### src/rtl/datapath_exec.sv
// Register-and-ALU datapath executing the per-cycle X/Y/Z and ULA command words from the sequencer.
// Returns the Z-load count so the sequencer can decide when its loop is done.
module datapath_exec #(
    parameter int WIDTH = 8
) (
    input  logic             clock,
    input  logic             reset,
    input  logic [WIDTH-1:0] entrada,
    input  logic [4:0]       tx,
    input  logic [4:0]       ty,
    input  logic [4:0]       tz,
    input  logic [4:0]       tula,
    output logic [WIDTH-1:0] rx,
    output logic [WIDTH-1:0] ry,
    output logic [WIDTH-1:0] rz,
    output logic [WIDTH-1:0] ula_out,
    output logic             carry,
    output logic             zero,
    output logic [4:0]       contador
);

    typedef enum logic [4:0] {
        CMD_CLEAR  = 5'd0,
        CMD_LOAD   = 5'd1,
        CMD_HOLD   = 5'd2,
        CMD_SHIFTL = 5'd3
    } regCmd_t;

    typedef enum logic [4:0] {
        ULA_ADD = 5'd0,
        ULA_SUB = 5'd1,
        ULA_AND = 5'd2,
        ULA_OR  = 5'd3
    } ulaOp_t;

    logic [WIDTH:0]   sumWide;
    logic             ulaCarry;
    logic [WIDTH-1:0] nextX;
    logic [WIDTH-1:0] nextY;
    logic [WIDTH-1:0] nextZ;
    logic             nextCarry;
    logic [4:0]       nextContador;

    // Codes outside the defined set fall to the default arm and act as HOLD.
    function automatic logic [WIDTH-1:0] applyCmd(
        input logic [4:0]       cmd,
        input logic [WIDTH-1:0] current,
        input logic [WIDTH-1:0] loadValue
    );
        logic [WIDTH-1:0] result;
        case (cmd)
            CMD_CLEAR:  result = '0;
            CMD_LOAD:   result = loadValue;
            CMD_SHIFTL: result = {current[WIDTH-2:0], 1'b0};
            default:    result = current;
        endcase
        return result;
    endfunction

    // Combinational ULA; the carry it produces is only captured on a Y load.
    always_comb begin
        sumWide  = {1'b0, rx} + {1'b0, ry};
        ula_out  = rx;
        ulaCarry = 1'b0;
        case (tula)
            ULA_ADD: begin
                ula_out  = sumWide[WIDTH-1:0];
                ulaCarry = sumWide[WIDTH];
            end
            ULA_SUB: begin
                ula_out  = rx - ry;
                ulaCarry = (rx < ry);
            end
            ULA_AND: ula_out = rx & ry;
            ULA_OR:  ula_out = rx | ry;
            default: ula_out = rx;
        endcase
    end

    // All sources are pre-edge values, so simultaneous commands behave like independent registers.
    always_comb begin
        nextX        = applyCmd(tx, rx, entrada);
        nextY        = applyCmd(ty, ry, ula_out);
        nextZ        = applyCmd(tz, rz, ry);
        nextCarry    = (ty == CMD_LOAD) ? ulaCarry : carry;
        nextContador = (tz == CMD_LOAD) ? contador + 5'd1 : contador;
    end

    always_ff @(posedge clock) begin
        if (reset) begin
            rx       <= '0;
            ry       <= '0;
            rz       <= '0;
            carry    <= 1'b0;
            zero     <= 1'b1;
            contador <= '0;
        end else begin
            rx       <= nextX;
            ry       <= nextY;
            rz       <= nextZ;
            carry    <= nextCarry;
            zero     <= (nextZ == '0);
            contador <= nextContador;
        end
    end

endmodule
### config.mk
export PLATFORM = sky130hd
export DESIGN_NAME = datapath_exec
export DESIGN_NICKNAME = d
export VERILOG_FILES = /design/src/rtl/datapath_exec.sv
export SDC_FILE = /design/constraint.sdc
export NUM_CORES = 1
export LEC_CHECK = 0
export CORE_ASPECT_RATIO = 0.5
export CORE_UTILIZATION = 53
export DETAILED_ROUTE_END_ITERATION = 10
export GPL_ROUTABILITY_DRIVEN = 0
export GPL_TIMING_DRIVEN = 1
export PLACE_DENSITY = 0.88
export SLEW_MARGIN = 20
export SYNTH_ARGS = -nofsm -noshare
export SYNTH_HDL_FRONTEND = slang
export SYNTH_SLANG_ARGS = --single-unit
### constraint.sdc
create_clock -name clock -period 6.4 [get_ports clock]
set_input_delay 0.96 -clock clock [delete_from_list [all_inputs] [get_ports clock]]
set_output_delay 0.96 -clock clock [all_outputs]
set_load 0.02 [all_outputs]
==> results.yml <==
synthesis:
  synthesis.area_um2: 2510
  syn-num-nets: 367
  synthDistinctLibCells: 54
  synth_flop_cell: "dfxtp_1"
  synthArstFlopShare_pct: 0
  synth_cells: 309
  synth_edf_count: 0
  avgSynthCellArea_um2: 8.11
  yosys_warnings: 0
  ys_seq_area_share_pct: 24.8
  ys_seq_elements: 31
global_routing:
  grt_max_degree: 34
  grt_pass1_wl_um: 11900
  groute.usage.overall_pct: 30.6
  antenna_found_initial: 0
  overflow: 0
  grt_pass1_vias: 2514
sta:
  grt_setup_unrepaired: "no"
  finClkSkew_ps: 4.32
  slew_violations: 0
  maxSlewHeadroom_pct: 36.1
  hold_violations: 0
  setup_viol: 0
  min_period_over_period_pct: 74.5
  finalSetupTns_ps: 0
  max_freq_mhz: 210
  setup_ws_ps: 1630
  layout_min_cycle_time_ps: 4770
  worst_slew_pin_slew_ps: 949
clocking:
  cts_setup_buffers: 0
  post_cts_resized: 0
  cts_max_path_buffers: 2
  cts_tree: "built"
  numClockSinks: 31
  cts_buffers: 5
  root_buffer: "clkbuf_8"
  clk_latency_ps: 290
  h-tree-depth: 2
  cts_hold_buf: 0
  clk_pin_slew_ps: 60
final_layout:
  final_cell_area_um2: 3300
  final_common_cell: "clkdlybuf4s50_1"
  final_cell_mix: "67 x clkdlybuf4s50_1, 36 x nor2_1, 31 x dfxtp_1"
  drive_gt1_share_pct: 4.04
  nets: 428
  syn_to_final_growth_pct: 31.6
  instances_no_fill: 428
  antenna_cells: 0
setup_path:
  timing.critical_path.from: "tula[0]"
  timing.rr.start: "rx[4]"
  cp-start-kind: "primary input"
  crit_required_ps: 5440
  path_class: "primary input to output port"
  worst_r2r_path_depth: 8
  crit_arrival_ps: 3810
  crit_path_end_kind: "output port"
  crit_fanout: 20
  r2r_setup_slack_ps: 3740
run_status:
  status: "finished, final reports clean"
drt:
  vias_per_cell: 6.23
  routedWlPerCell_um: 17.0
  drt_iter0_markers: 211
  firstDrtPassIters: 5
  drt_wl_total_um: 7270
  route.detailed.drc: 0
  postRouteAntennaNets: 0
  routed-via-count: 2665
hold_path:
  holdPathStages: 2
  hold_path_class: "flop to flop"
  hold_path_startpoint: "carry"
place:
  dp_hpwl_um: 5530
  placedCellCount: 420
  pre_cts_slack_ps: 1670
  place_area_um2: 3200
  numPortBuffers: 68
job:
  max_cap_violations: 0
floorplan:
  start_util_pct: 56.1
  die_area_um2: 5020
  core_area_um2: 4470
  die_h_um: 50.6
  rows: 17
  chipWidth_um: 99.3
  ios: 69
pwr:
  ir_drop_uv: 124
  p_leak_nw: 1.22
  powerDensity_nw_per_um2: 139
[through the flow]
| step | utilization [%] | hold slack, ps | power [mW] |
|---|---|---|---|
| after detailed placement | 71.7 | 499 | 0.291 |
| after global routing | 73.8 | 553 | 0.475 |
| after CTS | 73.9 | 508 | 0.458 |
| after floorplan | - | 568 | 0.251 |
| final | 73.8 | 505 | 0.458 |
| after global placement | 71.7 | 488 | 0.288 |
[Yosys cell counts (6+ instances only)]
master,count,area [µm²]
a21oi_1,14,70.1
nor2_1,36,135
nand4_1,6,37.5
dfxtp_1,31,621
a222oi_1,8,80.1
a211oi_1,16,120
a22oi_1,8,60.1
nand2_1,18,67.6
o21ai_0,9,45.0
clkbuf_1,9,33.8
o2bb2ai_1,10,87.6
inv_1,26,97.6
nor3_1,8,40.0
ha_1,26,325
[per-layer routing]
| layer | vias up | wire (µm) | track usage [%] |
|---|---|---|---|
| li1 | 1282 | - | - |
| met1 | 1254 | 3130 | 38.6 |
| met2 | 116 | 3420 | 52.4 |
| met3 | 13 | 633 | 7.38 |
| met4 | 0 | 87 | 9.07 |
| met5 | - | 0 | 0 |
[final timing paths]
| path | endpoint |
|---|---|
| setup / recovery | ula_out[5] |
| hold / removal | carry |
| setup reg to reg | ry[5] |
| hold reg to reg | carry |
[where the power goes]
group          switching, mW  internal (mW)
combinational         0.0481         0.0410
clock                 0.0719         0.0980
sequential           0.00356          0.195
[sequential cells by signal (all words and copies together), names as in the netlist]
register	cells
rz	8
ry	8
carry	1
zero	1
contador	5
rx	8
[kinds of logic after synthesis]
group	synth area share, %
xor+xnor	2.45
buf+inv	6.89
flops	24.8
fa+ha+maj	14.6
compound gates	31.2
simple gates	17.4
mux	2.70
[critical path, cell delays in order]
cell and delay (ps):
clkdlybuf4s50_1 950, nor2b_1 380, nand2_1 90, or3_1 300, a32o_1 310, mux2_4 290
clkdlybuf4s50_1 540
[cell type report]
type	instances	area, µm²
fillers	349	1170
flip-flops and latches	31	621
repair buffers	70	691
well taps	57	71.3
inverters	27	101
clock buffers	8	100
multi-input cells	235	1710
(Power assumes the default switching activity.)
